### config.mk
export PLATFORM = sky130hd
export DESIGN_NAME = regfile_write_arbiter
export DESIGN_NICKNAME = d
export VERILOG_FILES = /design/src/rtl/regfile_write_arbiter.sv
export SDC_FILE = /design/constraint.sdc
export NUM_CORES = 1
export LEC_CHECK = 0
export BUFFER_PORTS_ARGS = -buffer_cell sky130_fd_sc_hd__buf_2
export CORE_UTILIZATION = 40
export CTS_BUF_LIST = sky130_fd_sc_hd__clkbuf_8
export DETAILED_ROUTE_END_ITERATION = 10
export GPL_TIMING_DRIVEN = 0
export PLACE_DENSITY = 0.71
export SLEW_MARGIN = 40
export SYNTH_ARGS = -nofsm -noshare
export SYNTH_HDL_FRONTEND = slang
export SYNTH_SLANG_ARGS = --single-unit
### constraint.sdc
create_clock -name clk -period 2.2 [get_ports clk]
set_input_delay 0.44 -clock clk [delete_from_list [all_inputs] [get_ports clk]]
set_output_delay 0.44 -clock clk [all_outputs]
set_load 0.02 [all_outputs]
### src/rtl/regfile_write_arbiter.sv
// Round-robin arbiter sharing the register-file write port between requesters A and B.
// Each grant produces one registered write cycle: one-hot enable, common data bus, ack pulse.
module regfile_write_arbiter #(
  parameter int WORD_LENGTH  = 32,
  parameter int ADDR_WIDTH   = 5,
  parameter int NUM_REGS     = 32,
  parameter int PROTECT_ZERO = 1
) (
  input  logic                   clk,
  input  logic                   reset,
  input  logic                   Req_A,
  input  logic [ADDR_WIDTH-1:0]  Addr_A,
  input  logic [WORD_LENGTH-1:0] Data_A,
  input  logic                   Req_B,
  input  logic [ADDR_WIDTH-1:0]  Addr_B,
  input  logic [WORD_LENGTH-1:0] Data_B,
  output logic                   Ack_A,
  output logic                   Ack_B,
  output logic [NUM_REGS-1:0]    Reg_Enable,
  output logic [WORD_LENGTH-1:0] Write_Data,
  output logic                   Addr_Error,
  output logic                   Busy,
  output logic                   dbg_state
);

  // Handshake: a requester raises Req with Addr/Data stable and holds them until it
  // sees its Ack pulse; the write is issued in the Ack cycle. A Req still high in the
  // IDLE cycle after the Ack is treated as a brand-new request.

  typedef enum logic {
    S_IDLE  = 1'b0,
    S_WRITE = 1'b1
  } state_t;

  localparam logic [ADDR_WIDTH:0] NUM_REGS_W = (ADDR_WIDTH + 1)'(NUM_REGS);

  state_t                 r_state;
  state_t                 w_next_state;
  logic                   r_last_b;
  logic                   w_grant_a;
  logic                   w_grant_b;
  logic [ADDR_WIDTH-1:0]  w_addr;
  logic [WORD_LENGTH-1:0] w_data;
  logic                   w_in_range;
  logic                   w_zero_blocked;
  logic [NUM_REGS-1:0]    w_enable;

  // Arbitration only happens in IDLE; on a tie the side not granted last wins.
  always_comb begin
    w_next_state = r_state;
    w_grant_a    = 1'b0;
    w_grant_b    = 1'b0;
    case (r_state)
      S_IDLE: begin
        if (Req_A && (!Req_B || r_last_b)) begin
          w_grant_a = 1'b1;
        end else if (Req_B) begin
          w_grant_b = 1'b1;
        end
        if (w_grant_a || w_grant_b) begin
          w_next_state = S_WRITE;
        end
      end
      S_WRITE: w_next_state = S_IDLE;
      default: w_next_state = S_IDLE;
    endcase
  end

  always_comb begin
    w_addr         = w_grant_b ? Addr_B : Addr_A;
    w_data         = w_grant_b ? Data_B : Data_A;
    w_in_range     = ({1'b0, w_addr} < NUM_REGS_W);
    w_zero_blocked = (PROTECT_ZERO != 0) && (w_addr == '0);
    w_enable       = '0;
    for (int i = 0; i < NUM_REGS; i++) begin
      if (w_in_range && !w_zero_blocked && (w_addr == ADDR_WIDTH'(i))) begin
        w_enable[i] = 1'b1;
      end
    end
  end

  always_ff @(posedge clk or negedge reset) begin
    if (!reset) begin
      r_state <= S_IDLE;
    end else begin
      r_state <= w_next_state;
    end
  end

  // Pointer resets to "last granted B" so A wins the first tie.
  always_ff @(posedge clk or negedge reset) begin
    if (!reset) begin
      r_last_b   <= 1'b1;
      Ack_A      <= 1'b0;
      Ack_B      <= 1'b0;
      Busy       <= 1'b0;
      Addr_Error <= 1'b0;
      Reg_Enable <= '0;
      Write_Data <= '0;
    end else begin
      Ack_A      <= w_grant_a;
      Ack_B      <= w_grant_b;
      Busy       <= (w_next_state == S_WRITE);
      Addr_Error <= (w_grant_a || w_grant_b) && !w_in_range;
      Reg_Enable <= (w_grant_a || w_grant_b) ? w_enable : '0;
      if (w_grant_a || w_grant_b) begin
        Write_Data <= w_data;
        r_last_b   <= w_grant_b;
      end
    end
  end

  assign dbg_state = logic'(r_state);

endmodule

---- Yosys cells after proc, flatten, opt, wreduce, memory -nomap -nowiden ----
Index checks and enable logic that the tools add are counted.
cells by class
  multiplexer cells ....................... 43
  equality and inequality tests ........... 31
  reduce and logical (&&, ||, !) cells .... 38
  bitwise operators ....................... 1
operators with widths
  cell                  number
  $eq A5 B5 Y1 const B  16
  $mux W32              2
  $eq A5 B4 Y1 const B  8
  $mux W1               39
  $logic_and A1 B1 Y1   32
  $eq A5 B3 Y1 const B  4
  $eq A5 B2 Y1 const B  2
  $eq A5 B1 Y1 const B  1
  $logic_not A5 Y1      1
  $mux W5               1
  $logic_or A1 B1 Y1    3
  $logic_not A1 Y1      2
  $pmux W1 S2           1
  $not A1 Y1            1
word-level totals
  register bits ........................... 68

---- Logic depth before layout (Yosys ltp) ----
  word-level depth ........................ 12
  gate-level depth with buffers ........... 6
  mapped depth without buffers ............ 4

---- Least setup slack after synthesis ----
Ideal clock, no wire load.
  path type ............................... input to register
  start ................................... in Req_B
  end ..................................... reg Write_Data[0]
  data required time ...................... 2068 ps
  path slack .............................. 728 ps
  arrival ................................. 1340 ps
  stages on the path ...................... 6
  cells stage by stage .................... a21bo_1 -> buf_6 -> nor2_8 -> buf_12 -> mux2i_1 -> o21ai_1
between the ends
  cells in the longest elaborated chain, start to end .. 7
RTL lines
  what                                                   RTL line  RTL
  start: declaration                                     14        input logic Req_B,
  $logic_not A1 Y1                                       55        if (Req_A && (!Req_B || r_last_b)) begin
  $logic_or A1 B1 Y1                                     55
  $logic_and A1 B1 Y1                                    55
  $mux W1                                                55
  $mux W1 (2 in a row)                                   53        case (r_state)
  $mux W32 / $logic_or A1 B1 Y1 (equally long branches)  71, 106
  end signal: assignment                                 107       Write_Data <= w_data;
  end: declaration                                       20        output logic [WORD_LENGTH-1:0] Write_Data,
Parallel ways exist; a longest one is shown, timed or not. The select of a mux whose other input is x is not followed.
A chain may end at the register's enable or synchronous reset.

==> impl_metrics.csv <==
group,metric,value,unit
power_and_ir_drop,power.share.sequential,41.9,%
power_and_ir_drop,cellPowerDensity,857,nW/µm²
run_status,run_status,"finished, final reports clean",
setup_path,path_class,"flop to flop",
drt,drc_errors,0,
setup_path,largest_delay_contributor_family_on_the_critical_path,"buffers and inverters",
place,dpl.hpwl,5060,µm
global_routing,grt_pass1_wl,10500,µm
timing,setup_viol_count_final,0,
logic_synthesis,async_flop_share,100,%
logic_synthesis,synth.lib_cells_used.distinct,39,
logic_synthesis,netlist_instances,257,
timing,period_share,75.0,%
global_routing,global_route.overflow_total,0,
setup_path,critical_path.cell_chain,"inv_2 > o21ai_0 > buf_2 > clkbuf_1 > nand2_1 > o21ai_1",
clock_tree,latest_clock_arrival_within_the_worst_skew_pair,0.34,ns
setup_path,worst-endpoint-arrival,1.92,ns
die,fp.dieArea,7670,µm²
logic_synthesis,ys_seq_elements,67,
drt,dr.first_iter.drc_count,65,
logic_synthesis,syn_area,2930,µm²
timing,timing.fmax,0.606,GHz
setup_path,crit_slowest_cell,"sky130_fd_sc_hd__dfrtp_1",
power_and_ir_drop,p_leak,0.00210,µW
logic_synthesis,yosys_warnings,0,
die,fp.coreArea,6940,µm²
cells_and_area,nets,493,
die,core.rowCount,30,
timing,hold_ws,0.366,ns
die,starting_density,42.2,%
cells_and_area,proportion_of_layout_cells_with_a_drive_suffix_above_1,45.0,%
power_and_ir_drop,power_frac_comb,24.8,%
clock_tree,numCtsBuffers,9,
global_routing,vias_in_the_first_global_route,2272,
power_and_ir_drop,total_switching_power,1060,µW
global_routing,grt_start_max_net_pins,47,
drt,met2RoutedLength,3310,µm
place,gp_congestion,0.766,
drt,wirelength_met1,2790,µm
timing,tns,0,ns
timing,finalHoldViolCount,0,
logic_synthesis,synth_enable_flop_cells,0,
drt,detailroute.via_count,2411,
timing,timing.final.crit_period,1.65,ns
cells_and_area,area_delta_synth_final,37.7,%
clock_tree,ctsResizeCount,0,
power_and_ir_drop,vdd_ir_drop_max,0.000475,V
global_routing,globalRouteTotalUtil,18.3,%
logic_synthesis,ys_seq_area_share,57.3,%
setup_path,end_kind,"flop",
setup_path,critPathLaunchType,"flop",
drt,viasPerCell,4.67,
die,die_height,87.6,µm
drt,drt-wirelength-per-cell,12.9,µm
power_and_ir_drop,clock_power_share,33.3,%
logic_synthesis,syn-mean-instance-area,11.4,µm²
timing,timing.clock.skew,0.00646,ns
timing,rsz0062_at_grt,"false",
flow_run,max-cap-violations,0,
logic_synthesis,ys.flop_type,"sky130_fd_sc_hd__dfrtp_1",
clock_tree,htreeDepth,3,
power_and_ir_drop,power.internal,2400,µW
setup_path,cp_num_buf_inv,3,
cells_and_area,layout_common_cells,"sky130_fd_sc_hd__buf_2 (144), sky130_fd_sc_hd__dfrtp_1 (66), sky130_fd_sc_hd__o21ai_1 (34), sky130_fd_sc_hd__nand2_1 (34), sky130_fd_sc_hd__mux2i_1 (32)",
clock_tree,cts_tree,"done",
cells_and_area,antennaDiodeCount,0,
drt,routed_wirelength,6670,µm
place,post-place-ws,0.248,ns
setup_path,cp.required,2.47,ns
cells_and_area,mostFrequentLayoutCell,"sky130_fd_sc_hd__buf_2",
hold_path,worstHoldPathType,"input port to flop",
clock_tree,cts.root.buffer_cell,"sky130_fd_sc_hd__clkbuf_8",
setup_path,timing.critical_path.slowest_cell_delay,0.42,ns
die,floorplan.io_pins,147,
drt,dr.max_layer_used,"met4",
power_and_ir_drop,netSwitchingFraction,30.7,%
drt,dr_wl_met3,467,µm
timing,maxSlewViolCount,0,
timing,final.setup.worst_slack,0.550,ns
setup_path,critical_path.max_fanout,10,
die,die_width,87.6,µm
drt,drt.antenna.violating_nets,0,
drt,drtPass1Iterations,4,
place,placement.io_buffers,144,
clock_tree,clk_pin_slew_worst_paths,0.07,ns
clock_tree,clock_sinks,67,
global_routing,antenna_found_initial,0,
clock_tree,clk_path_buf_depth,2,
-- state kept, by name (all words and copies together) (netlist names) --
signal and flops:
Write_Data 32, Reg_Enable 31, Ack_A 1, Ack_B 1, Busy 1, r_last_b 1
-- worst paths after layout --
kind / from / end / slack, ns / cells after the start
max in group asynchronous: reset / Write_Data[4]$_DFFE_PN0P_ / 1.14 / 3
min reg2reg: Write_Data[20]$_DFFE_PN0P_ / Write_Data[20]$_DFFE_PN0P_ / 0.48 / 2
max reg2reg: Busy$_DFF_PN0_ / Write_Data[4]$_DFFE_PN0P_ / 0.55 / 6
min in group asynchronous: reset / Reg_Enable[10]$_DFF_PN0_ / 0.54 / 2
max: Busy$_DFF_PN0_ / Write_Data[4]$_DFFE_PN0P_ / 0.55 / 6
min: Data_A[30] / Write_Data[30]$_DFFE_PN0P_ / 0.37 / 3
-- power groups by stage --
stage          Combinational [µW]  Sequential, µW  Clock (µW)
6_report                      856            1450        1150
5_1_grt                       936            1470        1230
4_1_cts                       869            1450        1170
3_5_place_dp                  869            1470           0
3_3_place_gp                  847            1470           0
2_1_floorplan                 362            1640           0
-- cell type report --
cell class,instances,area [µm²]
sequential,67,1680
fill,596,2910
inverter,2,7.51
timing repair buffer,146,753
multi-input combinational,173,1110
tap,96,120
buffer,16,140
clock buffer,11,151
clock inverter,5,76.3
-- per-layer routing --
metal / global-route usage, % / up-vias
met5: 0 / -
met4: 8.49 / 0
met3: 5.66 / 10
met2: 31.8 / 105
met1: 20.7 / 1104
li1: - / 1192
-- tightest hold or removal path: stages --
cell and delay (ns):
sky130_fd_sc_hd__buf_2 0.07, sky130_fd_sc_hd__mux2i_1 0.05, sky130_fd_sc_hd__o21ai_1 0.10
-- synthesized netlist by cell type, drive strengths merged, types with 2 or more instances --
library cell   n  area (µm²)
inv            2        7.50
nor3           9        70.1
nor4b          2        30.0
mux2i         32         320
nor2          27         120
o21ai         43         234
a32o           2        20.0
a21oi          3        15.0
nand3          2        15.0
nand2         34         128
nand2b         3        18.8
dfrtp         66        1650
a21boi         2        26.3
nor2b          2        12.5
buf           10         118
clkbuf         6        22.5
and3           2        12.5
-- metrics by stage --
step                power, µW  std cells  util [%]  area, µm²
floorplan                2000        258         -       2930
global placement         2320        498      54.3       3770
detailed placement       2340        499      54.6       3790
CTS                      3490        516      58.1       4030
global route             3630        516      58.1       4030
finish                   3460        516      58.1       4030
-- what timing repair did --
item	CTS	global route
setup buffers	0	0
endpoints found under the hold margin	20	0
endpoints found under the setup margin	0	0
hold buffers	1	0
-- cell families after synthesis --
group / after synthesis / share of synthesized area, %
AOI/OAI and AO/OA: 55 / 12.0
buffers and inverters: 18 / 5.04
DFF: 67 / 57.3
muxes: 32 / 10.9
other: 1 / 0.128
and+or+nand+nor: 84 / 14.6
No activity file was read; power rests on OpenSTA's default activity.
